File: src/rtl/traffic_ctrl_n_pkg.sv
// Shared definitions for the N-way traffic controller: phase codes and
// width helpers used to size the approach index.
package traffic_ctrl_n_pkg;

  // Phase codes as seen on the phase output.
  typedef enum logic [1:0] {
    PH_ALL_RED = 2'd0,
    PH_GREEN   = 2'd1,
    PH_YELLOW  = 2'd2
  } phase_e;

  // Ceiling log2, usable in constant expressions.
  function automatic int clog2(input int n);
    int r;
    r = 0;
    while ((1 << r) < n) r++;
    return r;
  endfunction

  // Approach index width; never narrower than one bit.
  function automatic int dirw(input int n);
    return (clog2(n) < 1) ? 1 : clog2(n);
  endfunction

endpackage

File: src/rtl/traffic_ctrl_n_if.sv
// Sensor/lamp bundle between the sensor side (master) and the controller (slave).
interface traffic_ctrl_n_if #(
  parameter int NUM_DIR = 2
);
  import traffic_ctrl_n_pkg::*;

  localparam int DIRW = dirw(NUM_DIR);

  logic [NUM_DIR-1:0] req;     // level vehicle-present, one bit per approach
  logic [NUM_DIR-1:0] green;   // one-hot or zero
  logic [NUM_DIR-1:0] yellow;  // one-hot or zero
  logic [NUM_DIR-1:0] red;     // ~(green | yellow)
  logic [DIRW-1:0]    active;  // approach holding right-of-way
  phase_e             phase;

  modport master (output req, input green, yellow, red, active, phase);
  modport slave  (input req, output green, yellow, red, active, phase);

endinterface

File: src/rtl/traffic_ctrl_n_rr_pick.sv
// Round-robin picker: first requesting approach after the active one,
// scanning active+1, active+2, ... with wrap, the active approach excluded.
// valid doubles as "some other approach is waiting".
module traffic_ctrl_n_rr_pick #(
  parameter int NUM_DIR = 2,
  parameter int DIRW    = 1
) (
  input  logic [NUM_DIR-1:0] req,
  input  logic [DIRW-1:0]    active,
  output logic [DIRW-1:0]    pick,
  output logic               valid
);

  // Scan from the farthest offset down so the nearest requester wins.
  always_comb begin
    pick  = '0;
    valid = 1'b0;
    for (int k = NUM_DIR - 1; k >= 1; k--) begin
      if (req[(int'(active) + k) % NUM_DIR]) begin
        pick  = DIRW'((int'(active) + k) % NUM_DIR);
        valid = 1'b1;
      end
    end
  end

endmodule

File: src/rtl/traffic_ctrl_n.sv
// N-way timed traffic-light controller: green (min / sensor-extended max),
// yellow, all-red clearance, round-robin hand-over between approaches.
// Lamps decode registered state only; req never reaches an output directly.
module traffic_ctrl_n
  import traffic_ctrl_n_pkg::*;
#(
  parameter int NUM_DIR   = 2,
  parameter int MIN_GREEN = 8,
  parameter int MAX_GREEN = 32,
  parameter int YEL_CYC   = 4,
  parameter int AR_CYC    = 2,
  parameter int TW        = 8
) (
  input logic            clk,
  input logic            rst,
  traffic_ctrl_n_if.slave bus
);

  localparam int DIRW = dirw(NUM_DIR);

  phase_e              phase_q, phase_d;
  logic [TW-1:0]       timer_q;
  logic [DIRW-1:0]     active_q, active_d;
  logic [DIRW-1:0]     target_q, target_d;

  logic [NUM_DIR-1:0]  own_mask;
  logic                own_req;
  logic                other;
  logic [DIRW-1:0]     pick;

  logic                min_ok, max_hit, ar_done, yel_done;
  logic [NUM_DIR-1:0]  green, yellow;

  traffic_ctrl_n_rr_pick #(
    .NUM_DIR (NUM_DIR),
    .DIRW    (DIRW)
  ) u_rr (
    .req    (bus.req),
    .active (active_q),
    .pick   (pick),
    .valid  (other)
  );

  assign own_mask = NUM_DIR'(1) << active_q;
  assign own_req  = |(bus.req & own_mask);

  // Timer holds cycles already spent in the phase, so "N cycles" ends at N-1.
  assign min_ok   = timer_q >= TW'(MIN_GREEN - 1);
  assign max_hit  = timer_q >= TW'(MAX_GREEN - 1);
  assign ar_done  = timer_q >= TW'(AR_CYC - 1);
  assign yel_done = timer_q >= TW'(YEL_CYC - 1);

  // State register: phase, timer, owner and the latched next owner.
  always_ff @(posedge clk or posedge rst) begin
    if (rst) begin
      phase_q  <= PH_ALL_RED;
      timer_q  <= '0;
      active_q <= '0;
      target_q <= '0;
    end else begin
      phase_q  <= phase_d;
      active_q <= active_d;
      target_q <= target_d;
      if (phase_d != phase_q)
        timer_q <= '0;
      else if (timer_q < TW'(MAX_GREEN))
        timer_q <= timer_q + TW'(1);
    end
  end

  // Next-state: own sensor only extends green while others wait, up to max.
  always_comb begin
    phase_d  = phase_q;
    active_d = active_q;
    target_d = target_q;
    case (phase_q)
      PH_ALL_RED: begin
        if (ar_done) begin
          phase_d  = PH_GREEN;
          active_d = target_q;
        end
      end
      PH_GREEN: begin
        if (min_ok && other && (!own_req || max_hit)) begin
          phase_d  = PH_YELLOW;
          target_d = pick;   // frozen here; later req changes are ignored
        end
      end
      PH_YELLOW: begin
        if (yel_done) phase_d = PH_ALL_RED;
      end
      default: phase_d = PH_ALL_RED;
    endcase
  end

  // Lamp decode from registered phase and owner.
  always_comb begin
    green  = '0;
    yellow = '0;
    case (phase_q)
      PH_GREEN:  green  = own_mask;
      PH_YELLOW: yellow = own_mask;
      default:   ;
    endcase
  end

  assign bus.green  = green;
  assign bus.yellow = yellow;
  assign bus.red    = ~(green | yellow);
  assign bus.active = active_q;
  assign bus.phase  = phase_q;

endmodule
File: src/flat_wrapper.sv
// flat-port wrapper written by rule: the top's interface ports become plain ports
module traffic_ctrl_n_flat import traffic_ctrl_n_pkg::*;
#(
  parameter int NUM_DIR   = 2,
  parameter int MIN_GREEN = 8,
  parameter int MAX_GREEN = 32,
  parameter int YEL_CYC   = 4,
  parameter int AR_CYC    = 2,
  parameter int TW        = 8
)
  (clk, rst, bus_req, bus_green, bus_yellow, bus_red, bus_active, bus_phase);
  traffic_ctrl_n_if #(.NUM_DIR(NUM_DIR)) bus_i ();
  input logic clk;
  input logic rst;
  input wire logic [$bits(bus_i.req)-1:0] bus_req;
  output wire logic [$bits(bus_i.green)-1:0] bus_green;
  output wire logic [$bits(bus_i.yellow)-1:0] bus_yellow;
  output wire logic [$bits(bus_i.red)-1:0] bus_red;
  output wire logic [$bits(bus_i.active)-1:0] bus_active;
  output wire logic [$bits(bus_i.phase)-1:0] bus_phase;
  assign bus_i.req = bus_req;
  assign bus_green = bus_i.green;
  assign bus_yellow = bus_i.yellow;
  assign bus_red = bus_i.red;
  assign bus_active = bus_i.active;
  assign bus_phase = bus_i.phase;
  traffic_ctrl_n #(.NUM_DIR(NUM_DIR), .MIN_GREEN(MIN_GREEN), .MAX_GREEN(MAX_GREEN), .YEL_CYC(YEL_CYC), .AR_CYC(AR_CYC), .TW(TW)) u_core (.clk(clk), .rst(rst), .bus(bus_i));
endmodule
File: config.mk
export PLATFORM = sky130hd
export DESIGN_NAME = traffic_ctrl_n_flat
export DESIGN_NICKNAME = d
export VERILOG_FILES = /design/src/rtl/traffic_ctrl_n_pkg.sv /design/src/rtl/traffic_ctrl_n_if.sv /design/src/rtl/traffic_ctrl_n_rr_pick.sv /design/src/rtl/traffic_ctrl_n.sv /design/src/flat_wrapper.sv
export SDC_FILE = /design/constraint.sdc
export NUM_CORES = 1
export LEC_CHECK = 0
export ABC_AREA = 1
export CAP_MARGIN = 25
export CORE_MARGIN = 2
export CORE_UTILIZATION = 45
export DETAILED_ROUTE_END_ITERATION = 10
export PLACE_DENSITY_LB_ADDON = 0.08
export RECOVER_POWER = 50
export SYNTH_ARGS = -nofsm -noshare
export SYNTH_HDL_FRONTEND = slang
export SYNTH_HIERARCHICAL = 1
export SYNTH_SLANG_ARGS = --single-unit
export TNS_END_PERCENT = 20
File: constraint.sdc
create_clock -name clk -period 1.88 [get_ports clk]
set_clock_uncertainty 0.1 [all_clocks]
set_input_delay 0.188 -clock clk [delete_from_list [all_inputs] [get_ports clk]]
set_output_delay 0.188 -clock clk [all_outputs]
set_load 0.1 [all_outputs]
==> impl_metrics.toml, run 1 <==
[clocking]
clkSinkCount = 12
clk_path_buf_depth = 2
clk_latency_ps = 270
cts_max_level = 1
numCtsBuffers = 3
clockRootBuffer = "clkbuf_4"
clk_pin_slew_ps = 70
cts_tree = "yes"
cts_hold_buf = 0

[synth]
netlist_instances = 101
ys_seq_area_frac = 0.378
ys_ff_latch = 12
syn_nets = 108
ys_top_cells_by_count = "inv_1, nand2_1, dfrtp_1, nor2_2, nor2_1"
synth_warnings = 6
synth_edf_count = 0
netlist_area_um2 = 795
synth_area_leader_cell = "dfrtp_1"
yosysMostFrequentCell = "inv_1"
synthArstFlopShare = 1.00
synth_cell_types = 21
synth.avg_cell_area_um2 = 7.87
synth_ff_type = "dfrtp_1"
yosys-top-cells-area = "dfrtp_1, nor2_2, inv_1"
synth_top_area_share = 0.378

[timing]
max_freq_mhz = 556
period_share = 0.957
hold_viol = 0
layout_min_cycle_time_ps = 1800
slew_viol_final = 0
setup_viol = 0
worst-slew-pin-transition_ps = 540
hold_ws_ps = 251
slew_headroom = 0.642
rsz0062_at_grt = "no"

[floorplan]
rows = 15
core_um2 = 1690
die_height_um = 46.0
initial_utilization = 0.470
pin_count = 13
die_x_um = 46.0
dieArea_um2 = 2120

[critical_path]
crit_path_start_kind = "flop"
path_cells = "inv_1 > nor2_4 > inv_1 > buf_4 > a21oi_1 > inv_1 > buf_12"
cpPeakStageDelay_ps = 490
cp_common_cell = "inv_1"
cp_max_fo = 5
critPathCaptureType = "output pin"
worstPathRequired_ps = 1590
slowest_stage = "dfrtp_4"
critPathKind = "reg -> out"
cp.arrival_ps = 1510

[grt]
grt_usage = 0.176
grt_max_degree = 13
grt_pass1_vias = 626
antenna_found_initial = 0
overflow = 0
grt_pass1_wl_um = 2600

[detailed_routing]
drt-total-wl_um = 1510
wl_per_cell_um = 11.2
drc = 0
vias = 680
vias_per_cell = 5.04
drt-pass1-iter-count = 4
antenna_left = 0
drtIter0Drc = 8

[final_layout]
final_util = 0.636
nets = 126
area_delta_synth_final_pct = 35.3
diodes = 0
layout-drive-gt1-share = 0.398
layoutNonFillerInstCount = 135

[outcome]
status = "complete, no violations"

[place]
dp_hpwl_um = 1230
gp_congestion = 0.848
dp_cells = 131
portBuffers = 12

[worst_hold_path]
min_path_type = "in -> async"

[run]
max_cap_viol_count = 0
## worst max-delay path, delay by kind of cell (launching register included)
kind                   cells  cell delay (ps)
AOI/OAI and AO/OA          1               70
and+or+nand+nor            1               60
buffers and inverters      5              630
DFF                        1              490
## final cells by class
type / count / area (µm²)
repair buffers: 13 / 188
clock buffers: 4 / 26.3
fillers: 165 / 614
inverters: 21 / 82.6
well taps: 17 / 21.3
multi-input cells: 68 / 452
flip-flops and latches: 12 / 305
## placed cells by master (no fill, tap or decap), types with 4 or more instances in the layout
master,netlist,layout
buf_12,0,7
dfrtp_1,12,10
inv_1,17,16
inv_2,4,4
nand2_1,15,15
nand2_4,4,4
nor2_1,10,5
nor2_2,11,12
nor2_4,1,5
o21ai_1,4,4
## state kept, by name (all words and copies together), names as in the netlist
register           cells
u_core/bus.active      1
u_core/timer_q         8
u_core/bus.phase       2
u_core/target_q        1
## layer usage
metal,global-route usage,vias to the layer above,share of wire,wire length [µm]
li1,-,342,-,-
met1,0.210,324,0.44,666
met2,0.297,12,0.52,788
met3,0.0595,2,0.032,48
met4,0.0514,0,0.0053,8
met5,0,-,0,0
## logic make-up (layout without fill, tap and decap cells)
| logic type | count (synthesis) | after routing | synth area share |
|---|---|---|---|
| buf+inv | 21 | 38 | 0.0992 |
| xor+xnor | 3 | 3 | 0.0331 |
| fa+ha+maj | 3 | 3 | 0.0472 |
| compound gates | 9 | 9 | 0.0646 |
| simple gates | 53 | 53 | 0.378 |
| flops | 12 | 12 | 0.378 |
## per-stage QoR
step	setup TNS [ps]	worst slack, ps	instance area, µm²
2_1_floorplan	-584	-210	830
3_3_place_gp	0	288	1040
3_5_place_dp	0	275	1040
4_1_cts	0	19.4	1070
5_1_grt	0	13.9	1070
6_report	0	80.0	1070
## path summary, 6_finish.rpt
kind / from / depth (start not counted) / to / slack [ps]
worst max register to register: u_core/bus.active$_DFFE_PP0P_ / 9 / u_core/timer_q[4]$_DFFE_PP0P_ / 270
min in group clk: u_core/target_q$_DFFE_PP0P_ / 2 / u_core/bus.active$_DFFE_PP0P_ / 430
worst min-delay path: rst / 2 / u_core/bus.active$_DFFE_PP0P_ / 250
worst max-delay path: u_core/bus.phase[0]$_DFF_PP0_ / 7 / bus_red[1] / 80
worst min register to register: u_core/target_q$_DFFE_PP0P_ / 2 / u_core/bus.active$_DFFE_PP0P_ / 430
max in group asynchronous: rst / 2 / u_core/bus.phase[0]$_DFF_PP0_ / 1100
## repair_timing
action                     CTS  global route
setup buffers                0             0
resized for setup            1             2
hold endpoints to repair     0             0
setup endpoints to repair    2             2
Power of run 1 is left out: the tool's default activity adds up to more than one toggle a clock period on the data nets, which glitch-free logic cannot reach.
==> run 2: changes to the inputs <==
Settings changed: SKIP_LAST_GASP from default to 1.
==> run 2 against run 1 <==
Compared with the run above:
- non-clock buffer count unchanged
- die area unchanged
- sequential share of layout area up 0.083 points
- critical path type unchanged
- critical endpoint unchanged
==> impl_metrics.toml, run 2 (same netlist as run 1, synthesis figures left out) <==
[outcome]
status = "complete, no violations"

[place]
portBuffers = 12
pre_cts_ws_ps = 275
dpl_cell_area_um2 = 1040
dp_hpwl_um = 1230
gp_congestion = 0.848

[timing]
layout_min_cycle_time_ps = 1810
setup_viol = 0
max_freq_mhz = 552
slew_headroom = 0.714
postLayoutSetupSlackWorst_ps = 68.5
rsz0062_at_grt = "yes"
slew_viol_final = 0
worst-slew-pin-transition_ps = 429
period_share = 0.964
hold_viol = 0

[critical_path]
r2r_end = "u_core/timer_q[4]$_DFFE_PP0P_"
crit_path_start_kind = "flop"
r2r_cells = 10
cp.arrival_ps = 1520
critPathKind = "reg -> out"
crit_start = "u_core/bus.phase[0]$_DFF_PP0_"
r2r-start = "u_core/timer_q[0]$_DFFE_PP0P_"
worstPathRequired_ps = 1590
ff2ff_setup_slack_ps = 300
cp_max_fo = 5
critPathCaptureType = "output pin"

[grt]
antenna_found_initial = 0
grt_max_degree = 13
overflow = 0
grt_usage = 0.176
grt_pass1_wl_um = 2600
grt_pass1_vias = 626

[clocking]
clockRootBuffer = "clkbuf_4"
cts_tree = "yes"
clk_path_buf_depth = 2
numCtsBuffers = 3
cts_max_level = 1
clk_latency_ps = 270
clkSinkCount = 12
clk_pin_slew_ps = 70
post_cts_buffers = 0

[detailed_routing]
vias_per_cell = 5.02
drt-total-wl_um = 1500
drt-pass1-iter-count = 4
drc = 0
antenna_left = 0
wl_per_cell_um = 11.1
vias = 678
drtIter0Drc = 8

[floorplan]
die_height_um = 46.0
pin_count = 13
die_x_um = 46.0
dieArea_um2 = 2120
core_um2 = 1690
rows = 15
initial_utilization = 0.470

[final_layout]
diodes = 0
regMostFlops = "u_core/timer_q"
final_cell_mix = "inv_1, nand2_1, nor2_2"
multi_input_area_um2 = 447
area_delta_synth_final_pct = 35.4
final_common_cell = "inv_1"
fill_cells = 163
final_cell_area_um2 = 1080
layout-drive-gt1-share = 0.407
register_area_um2 = 307
largest_reg_flops = 8
nets = 126

[run]
max_cap_viol_count = 0

[worst_hold_path]
min_path_type = "in -> async"
run 2: changes by cell type in the layout (fill, tap and decap cells not counted), sizes merged:
cell | before | now
buf | 8 | 10
clkbuf | 6 | 4
run 2: worst max path at each step:
stage	end	slack, ps	cells after the start
after CTS	bus_red[0]	20	5
after global routing	bus_red[1]	-20	7
after global placement	bus_red[0]	290	6
final	bus_red[1]	70	7
after detailed placement	bus_red[0]	280	6
after floorplan	bus_red[0]	-210	5
run 2: routing by layer:
layer | vias to the layer above | GRT usage | routed length, µm
met5 | - | 0 | 0
met4 | 0 | 0.0514 | 8
met3 | 2 | 0.0595 | 48
met2 | 12 | 0.297 | 787
met1 | 321 | 0.210 | 658
li1 | 343 | - | -
run 2: timing repair:
| item | in CTS | in global routing |
|---|---|---|
| gates cloned | 0 | 0 |
| setup endpoints to repair | 2 | 2 |
| hold buffers | 0 | 0 |
| resized for setup | 1 | 1 |
| hold endpoints to repair | 0 | 0 |
run 2: final cells by class:
class,instances,area share
well taps,17,0.0198
clock buffers,4,0.0244
flip-flops and latches,12,0.285
multi-input cells,68,0.415
repair buffers,13,0.179
inverters,21,0.0767
run 2: critical path: stages, from the launching register on:
cell and delay (ps):
dfrtp_4 420, inv_1 60, nor2_2 150, inv_1 90, buf_4 170, a21oi_1 120, inv_1 80, buf_12 170
run 2: per-stage QoR:
step	hold WS, ps	utilization	TNS [ps]	std cells
3_5_place_dp	414	0.618	0	131
4_1_cts	123	0.635	0	135
6_report	251	0.637	0	135
2_1_floorplan	-47.4	-	-584	101
5_1_grt	312	0.637	-18.6	135
3_3_place_gp	402	0.618	0	131
Power of run 2 is left out for the same reason.
